[src/rtl/if_mem_ctrl_pkg.sv]
// Shared types and constants for the instruction-fetch memory controller.
package if_mem_ctrl_pkg;

    localparam int unsigned InstW              = 32;
    localparam logic [InstW-1:0] ZeroWord      = '0;
    localparam int unsigned IcacheLinesDefault = 64;

    typedef enum logic [2:0] {
        StIdle,
        StB0,
        StB1,
        StB2,
        StB3
    } if_state_e;

endpackage

[src/rtl/if_mem_ctrl_if.sv]
// Fetch bundle: core side (pc/ce/branch in, instruction out) plus byte-wide memory port.
interface if_mem_ctrl_if
    import if_mem_ctrl_pkg::*;
#(
    parameter int unsigned ADDR_W = 17
);
    logic [InstW-1:0]  pc;
    logic              ce;
    logic              branch_flag;
    logic [InstW-1:0]  inst;
    logic              inst_valid;
    logic              stallreq;
    logic [ADDR_W-1:0] mem_addr;
    logic              mem_rd;
    logic [7:0]        mem_din;

    // The master side represents both the core and the instruction memory.
    modport master (
        output pc, ce, branch_flag, mem_din,
        input  inst, inst_valid, stallreq, mem_addr, mem_rd
    );

    modport slave (
        input  pc, ce, branch_flag, mem_din,
        output inst, inst_valid, stallreq, mem_addr, mem_rd
    );

endinterface

[src/rtl/if_mem_ctrl_icache_tagram.sv]
// Direct-mapped one-word-per-line instruction cache storage: combinational lookup, one write port.
module if_mem_ctrl_icache_tagram
    import if_mem_ctrl_pkg::*;
#(
    parameter int unsigned ADDR_W = 17,
    parameter int unsigned LINES  = IcacheLinesDefault
) (
    input  logic              clk,
    input  logic              rst,
    input  logic [ADDR_W-1:0] rd_addr_i,
    output logic              hit_o,
    output logic [InstW-1:0]  rd_data_o,
    input  logic              we_i,
    input  logic [ADDR_W-1:0] wr_addr_i,
    input  logic [InstW-1:0]  wr_data_i
);
    localparam int unsigned IW   = $clog2(LINES);
    localparam int unsigned TagW = ADDR_W - 2 - IW;

    logic [LINES-1:0] valid_q, valid_d;
    logic [TagW-1:0]  tag_q  [LINES];
    logic [TagW-1:0]  tag_d  [LINES];
    logic [InstW-1:0] data_q [LINES];
    logic [InstW-1:0] data_d [LINES];
    logic [IW-1:0]    rd_idx, wr_idx;
    logic             unused_lsb;

    assign rd_idx     = rd_addr_i[2+IW-1:2];
    assign wr_idx     = wr_addr_i[2+IW-1:2];
    assign unused_lsb = ^{rd_addr_i[1:0], wr_addr_i[1:0]};

    assign hit_o     = valid_q[rd_idx] && (tag_q[rd_idx] == rd_addr_i[ADDR_W-1:2+IW]);
    assign rd_data_o = data_q[rd_idx];

    always_comb begin
        valid_d = valid_q;
        tag_d   = tag_q;
        data_d  = data_q;
        if (we_i) begin
            valid_d[wr_idx] = 1'b1;
            tag_d[wr_idx]   = wr_addr_i[ADDR_W-1:2+IW];
            data_d[wr_idx]  = wr_data_i;
        end
    end

    always_ff @(posedge clk) begin
        if (!rst) begin
            valid_q <= '0;
        end else begin
            valid_q <= valid_d;
        end
    end

    // Tag and data contents are meaningless until the valid bit is set, so no reset.
    always_ff @(posedge clk) begin
        tag_q  <= tag_d;
        data_q <= data_d;
    end

endmodule

[src/rtl/if_mem_ctrl.sv]
// Instruction-fetch controller: assembles 32-bit words from four byte reads, stalls until ready.
// Define ICACHE_EN to add a direct-mapped I-cache in front of the byte memory.
module if_mem_ctrl
    import if_mem_ctrl_pkg::*;
#(
    parameter int unsigned ADDR_W       = 17,
    parameter int unsigned ICACHE_LINES = IcacheLinesDefault
) (
    input logic          clk,
    input logic          rst,
    if_mem_ctrl_if.slave bus
);
    if_state_e         state_q, state_d;
    logic [InstW-1:0]  pc_q, pc_d;
    logic [InstW-1:0]  inst_q, inst_d;
    logic [23:0]       bytes_q, bytes_d;
    logic              word_valid_q, word_valid_d;
    logic              hit, abort, start, mem_rd, rd_en, fill;
    logic [ADDR_W-1:0] base;
    logic [1:0]        offset;
    logic              cache_hit;
    logic [InstW-1:0]  cache_data;

    assign hit   = word_valid_q && (pc_q == bus.pc);
    assign abort = (state_q != StIdle) && (bus.branch_flag || (bus.pc != pc_q));
    assign start = (state_q == StIdle) && bus.ce && !hit && !bus.branch_flag;

    assign bus.inst_valid = bus.ce && hit;
    assign bus.stallreq   = bus.ce && !hit;
    assign bus.inst       = inst_q;

    // Reset must silence the memory port even before the state has been cleared.
    assign rd_en        = mem_rd && rst;
    assign bus.mem_rd   = rd_en;
    assign bus.mem_addr = rd_en ? (base + ADDR_W'(offset)) : '0;

`ifdef ICACHE_EN
    if_mem_ctrl_icache_tagram #(
        .ADDR_W(ADDR_W),
        .LINES (ICACHE_LINES)
    ) u_tagram (
        .clk      (clk),
        .rst      (rst),
        .rd_addr_i(bus.pc[ADDR_W-1:0]),
        .hit_o    (cache_hit),
        .rd_data_o(cache_data),
        .we_i     (fill && rst),
        .wr_addr_i(pc_q[ADDR_W-1:0]),
        .wr_data_i({bus.mem_din, bytes_q})
    );
`else
    logic unused_cfg;
    assign cache_hit  = 1'b0;
    assign cache_data = ZeroWord;
    assign unused_cfg = ^{ICACHE_LINES, fill};
`endif

    // Read issue and byte capture overlap: each Bk state captures byte k and requests byte k+1.
    always_comb begin
        state_d      = state_q;
        pc_d         = pc_q;
        inst_d       = inst_q;
        bytes_d      = bytes_q;
        word_valid_d = word_valid_q;
        mem_rd       = 1'b0;
        base         = pc_q[ADDR_W-1:0];
        offset       = 2'd0;
        fill         = 1'b0;
        unique case (state_q)
            StIdle: begin
                if (start) begin
                    pc_d = bus.pc;
                    if (cache_hit) begin
                        inst_d       = cache_data;
                        word_valid_d = 1'b1;
                    end else begin
                        word_valid_d = 1'b0;
                        mem_rd       = 1'b1;
                        base         = bus.pc[ADDR_W-1:0];
                        state_d      = StB0;
                    end
                end
            end
            StB0: begin
                bytes_d[7:0] = bus.mem_din;
                mem_rd       = 1'b1;
                offset       = 2'd1;
                state_d      = StB1;
            end
            StB1: begin
                bytes_d[15:8] = bus.mem_din;
                mem_rd        = 1'b1;
                offset        = 2'd2;
                state_d       = StB2;
            end
            StB2: begin
                bytes_d[23:16] = bus.mem_din;
                mem_rd         = 1'b1;
                offset         = 2'd3;
                state_d        = StB3;
            end
            StB3: begin
                inst_d       = {bus.mem_din, bytes_q};
                word_valid_d = 1'b1;
                fill         = 1'b1;
                state_d      = StIdle;
            end
            default: state_d = StIdle;
        endcase
        // Abort beats completion: nothing from the interrupted fetch becomes visible.
        if (abort) begin
            state_d      = StIdle;
            word_valid_d = 1'b0;
            inst_d       = inst_q;
            bytes_d      = bytes_q;
            mem_rd       = 1'b0;
            fill         = 1'b0;
        end
    end

    always_ff @(posedge clk) begin
        if (!rst) begin
            state_q      <= StIdle;
            pc_q         <= '0;
            inst_q       <= ZeroWord;
            bytes_q      <= '0;
            word_valid_q <= 1'b0;
        end else begin
            state_q      <= state_d;
            pc_q         <= pc_d;
            inst_q       <= inst_d;
            bytes_q      <= bytes_d;
            word_valid_q <= word_valid_d;
        end
    end

endmodule
[src/flat_wrapper.sv]
// flat-port wrapper written by rule: the top's interface ports become plain ports
module if_mem_ctrl_flat import if_mem_ctrl_pkg::*;
#(
    parameter int unsigned ADDR_W       = 17,
    parameter int unsigned ICACHE_LINES = IcacheLinesDefault
)
  (clk, rst, bus_pc, bus_ce, bus_branch_flag, bus_mem_din, bus_inst, bus_inst_valid, bus_stallreq, bus_mem_addr, bus_mem_rd);
  if_mem_ctrl_if #(.ADDR_W(ADDR_W)) bus_i ();
  input logic clk;
  input logic rst;
  input wire logic [$bits(bus_i.pc)-1:0] bus_pc;
  input wire logic [$bits(bus_i.ce)-1:0] bus_ce;
  input wire logic [$bits(bus_i.branch_flag)-1:0] bus_branch_flag;
  input wire logic [$bits(bus_i.mem_din)-1:0] bus_mem_din;
  output wire logic [$bits(bus_i.inst)-1:0] bus_inst;
  output wire logic [$bits(bus_i.inst_valid)-1:0] bus_inst_valid;
  output wire logic [$bits(bus_i.stallreq)-1:0] bus_stallreq;
  output wire logic [$bits(bus_i.mem_addr)-1:0] bus_mem_addr;
  output wire logic [$bits(bus_i.mem_rd)-1:0] bus_mem_rd;
  assign bus_i.pc = bus_pc;
  assign bus_i.ce = bus_ce;
  assign bus_i.branch_flag = bus_branch_flag;
  assign bus_i.mem_din = bus_mem_din;
  assign bus_inst = bus_i.inst;
  assign bus_inst_valid = bus_i.inst_valid;
  assign bus_stallreq = bus_i.stallreq;
  assign bus_mem_addr = bus_i.mem_addr;
  assign bus_mem_rd = bus_i.mem_rd;
  if_mem_ctrl #(.ADDR_W(ADDR_W), .ICACHE_LINES(ICACHE_LINES)) u_core (.clk(clk), .rst(rst), .bus(bus_i));
endmodule
[config.mk]
export PLATFORM = sky130hd
export DESIGN_NAME = if_mem_ctrl_flat
export DESIGN_NICKNAME = d
export VERILOG_FILES = /design/src/rtl/if_mem_ctrl_pkg.sv /design/src/rtl/if_mem_ctrl_if.sv /design/src/rtl/if_mem_ctrl_icache_tagram.sv /design/src/rtl/if_mem_ctrl.sv /design/src/flat_wrapper.sv
export SDC_FILE = /design/constraint.sdc
export NUM_CORES = 1
export LEC_CHECK = 0
export BUFFER_PORTS_ARGS = -buffer_cell sky130_fd_sc_hd__buf_2
export CORE_ASPECT_RATIO = 1.2
export CORE_MARGIN = 3
export CORE_UTILIZATION = 55
export DETAILED_ROUTE_END_ITERATION = 7
export PLACE_DENSITY = 0.91
export SETUP_SLACK_MARGIN = 0.2
export SLEW_MARGIN = 30
export SYNTH_ARGS = -nofsm -noshare
export SYNTH_HDL_FRONTEND = slang
export SYNTH_SLANG_ARGS = --single-unit
[constraint.sdc]
create_clock -name clk -period 4.72 [get_ports clk]
set_input_delay 0.472 -clock clk [delete_from_list [all_inputs] [get_ports clk]]
set_output_delay 0.472 -clock clk [all_outputs]
set_load 0.05 [all_outputs]
==> metrics.md <==
| Metric | Value |
|---|---|
| Gr ovfl total | 0 |
| Antenna violations before repair | 0 |
| CP Capture Type | output pin |
| Maxcap violations | 0 |
| Row Count | 36 |
| Min-Delay Path Class | primary input to register |
| Critical path cell sequence | xor2_1 -> nor4_2 -> nand4_2 -> o31a_2 -> mux2_4 -> ha_4 -> inv_1 -> fa_2 -> buf_6 -> nand2b_4 -> nor2_2 -> mux2i_1 -> xor2_1 -> o32ai_2 -> buf_6 |
| Vias post-DR | 3,705 |
| IO Pins | 96 |
| DIE HEIGHT | 107 µm |
| Leakage | 0.00230 µW |
| Critical Path Start | u_core.pc_q[13] |
| Critical Path Max Stage Delay | 0.42 ns |
| Inserted Diodes | 0 |
| Fillers | 643 |
| Worst Reg2Reg Path Length in Cells | 8 |
| GRT met2 Usage | 0.398 |
| Critical-path top delay cell | fa_2 |
| WS Path Type | register to output pin |
| Worst R2R End | u_core.bus.inst[0] |
| CP required | 4.25 ns |
| RSZ-0062 raised after global routing | yes |
| Clock sink total | 92 |
| First-pass GRT wire length | 17,900 µm |
| Worst path arrival time | 3.93 ns |
| YS warnings | 0 |
| Port Buffers | 95 |
| Maximum vdd drop | 0.000249 V |
| Slew margin rel. | 0.533 |
| Top cell family by delay on the critical path | simple AND/OR/NAND/NOR gates |
| Final min period | 4.41 ns |
| TritonRoute pass-1 iters | 4 |
| Number of synthesized register bits | 92 |
| Slew @ Worst Pin | 0.696 ns |
| Reg2Reg Setup Slack | 1.68 ns |
| Placer Congestion | 0.948 |
| Overall die area | 9610 µm² |
| Fin crit share | 0.933 |
| EDFF count, synth | 0 |
| Hold Buf Count CTS | 0 |
| Grt met3 use | 0.0589 |
| Placeable Area | 8200 µm² |
| Critical Path Sink | bus_mem_addr[6] |
| Finish-stage setup viols | 0 |
| Reg2reg start | u_core.pc_q[13] |
| Async S/R FF share, synth | 0 |
| Final routed DRC violation total | 0 |
| CP max FO | 5 |
| Setup TNS | 0 ns |
| Outcome | finished clean |
| Mapped Nets | 521 |
| Clock slew seen by the registers of the worst setup and hold paths | 0.10 ns |
| Library cells used by synthesis | 42 |
| Buf+Inv Stages, Crit Path | 3 |
| Layout cells sized above 1 | 0.276 |
| CTS root buf | clkbuf_8 |
| Syn avg cell area | 9.83 µm² |
| Pins Over Slew Limit | 0 |
| Layout Cells excl Fill | 691 |
| Drt via density | 5.36 |
| Number of routed nets with antenna violations | 0 |
| Cts bufs inserted | 9 |
| DR WL/cell | 16.3 µm |
| Sequential area share after synthesis | 0.395 |
| Placed Cells | 670 |
| Area grow syn2layout | 21.3% |
| Layout Nets | 619 |
| H-tree depth | 3 |
| Vias in the first global route | 3,626 |
| Skew final | 0.0145 ns |
| Starting density of the core | 0.568 |
| Busiest grt layer | met2 |
| CTS tree | built |
| DRT iter0 DRCs | 165 |
| Dpl cell area | 5280 µm² |
| Startpoint Class | register |
| Largest net degree at the start of global routing | 91 |
| Ys flop type | dfxtp_1 |
| Post-Synthesis Cells | 474 |
| Fin area | 5650 µm² |
| Die width | 90.0 µm |
| Mapped cell area | 4660 µm² |
| Met1 Track Usage GR | 0.264 |
| PwrDens | 279 nW/µm² |
| Fmax | 227 MHz |
| DP HPWL | 8090 µm |
| Total wire length | 11,200 µm |
| GRT Total Usage | 0.229 |
| Worst-Skew Late Latency | 0.36 ns |
| Critical path depth | 15 |
| Final hold viol count | 0 |
| Max Root-Sink Buffers | 2 |
[cells in the mapped netlist (8+ instances only)]
cell,number,area (µm²)
a21oi_1,8,40.0
and3_1,9,56.3
clkbuf_1,13,48.8
dfxtp_1,92,1840
mux2i_1,93,931
nand2_1,13,48.8
nor2_1,21,78.8
nor2b_1,87,544
nor3_1,9,45.0
nor4_1,8,50.1
xnor2_1,9,78.8
xor2_1,39,342
[layer usage]
layer	part of all wire	vias up
met5	0	-
met4	0.036	0
met3	0.072	29
met2	0.49	143
met1	0.40	1721
li1	-	1812
[state kept, by name, summed over array words and instances, names as in the netlist]
name,cells
u_core.state_q,3
u_core.word_valid_q,1
u_core.bus.inst,32
u_core.pc_q,32
u_core.bytes_q,24
[through the flow]
stage	utilization	setup WS [ns]	hold slack, ns	power [µW]
2_1_floorplan	-	0.0958	0.482	928
3_3_place_gp	0.644	0.222	0.493	987
3_5_place_dp	0.644	0.105	0.504	991
4_1_cts	0.674	0.165	0.392	1580
5_1_grt	0.689	0.173	0.409	1640
6_report	0.689	0.315	0.403	1580
[tightest hold or removal path, cell delays in order]
cell and delay (ns):
buf_2 0.10, mux2i_1 0.06, nor2b_1 0.09
[where the power goes]
group	switching (µW)	internal (µW)	total (µW)	leakage, µW
clock network	278	315	593	0.000106
logic	105	75.4	180	0.00144
registers	14.1	789	804	0.000747
[cells by family after synthesis]
logic type | Yosys count | synth area share
simple gates | 177 | 0.227
mux | 98 | 0.212
flops | 92 | 0.395
xor+xnor | 48 | 0.0903
buf+inv | 30 | 0.0290
compound gates | 26 | 0.0371
fa+ha+maj | 3 | 0.00967
[worst min path at each step]
stage                        start                  end  slack [ns]  depth (start not counted)
2_1_floorplan    u_core.bytes_q[0]    u_core.bytes_q[0]        0.48                          2
3_3_place_gp   u_core.bus.inst[10]  u_core.bus.inst[10]        0.49                          2
3_5_place_dp   u_core.bus.inst[25]  u_core.bus.inst[25]        0.50                          2
4_1_cts                 bus_pc[21]      u_core.pc_q[21]        0.39                          3
5_1_grt                 bus_pc[21]      u_core.pc_q[21]        0.41                          3
6_report                bus_pc[21]      u_core.pc_q[21]        0.40                          3
[layout make-up]
cell class                      instances  area [µm²]  share of cell area
Clock buffer                           11         141              0.0250
Clock inverter                          5        83.8              0.0148
Inverter                                7        26.3             0.00465
Multi-Input combinational cell        352        2790               0.495
Sequential cell                        92        1850               0.327
Tap cell                              114         143              0.0252
Timing Repair Buffer                  110         612               0.108
[cells in the final DEF (no fill, tap or decap), drive strengths merged]
cell type and count:
clkbuf 12, xnor2 9, a21o 2, bufinv 2
nand4 4, dfxtp 92, nor3b 1, a211oi 5
ha 2, mux2 5, fa 1, and3 9
a21oi 8, o32ai 1, nor3 10, a311oi 1
nor4 11, buf 109, xor2 39, nand3 7
o31a 2, and4 1, nand2 13, inv 8
or3 4, nand2b 4, and2 3, mux2i 93
o31ai 1, or4 1, o21bai 1, o21ai 3
clkinvlp 2, o21a 2, nor2b 87, nor2 22
[timing repair]
item	in CTS	in global routing
resized for setup	6	22
endpoints found under the setup margin	11	11
setup buffers	0	5
pin swaps	0	12
(Power assumes the default switching activity.)
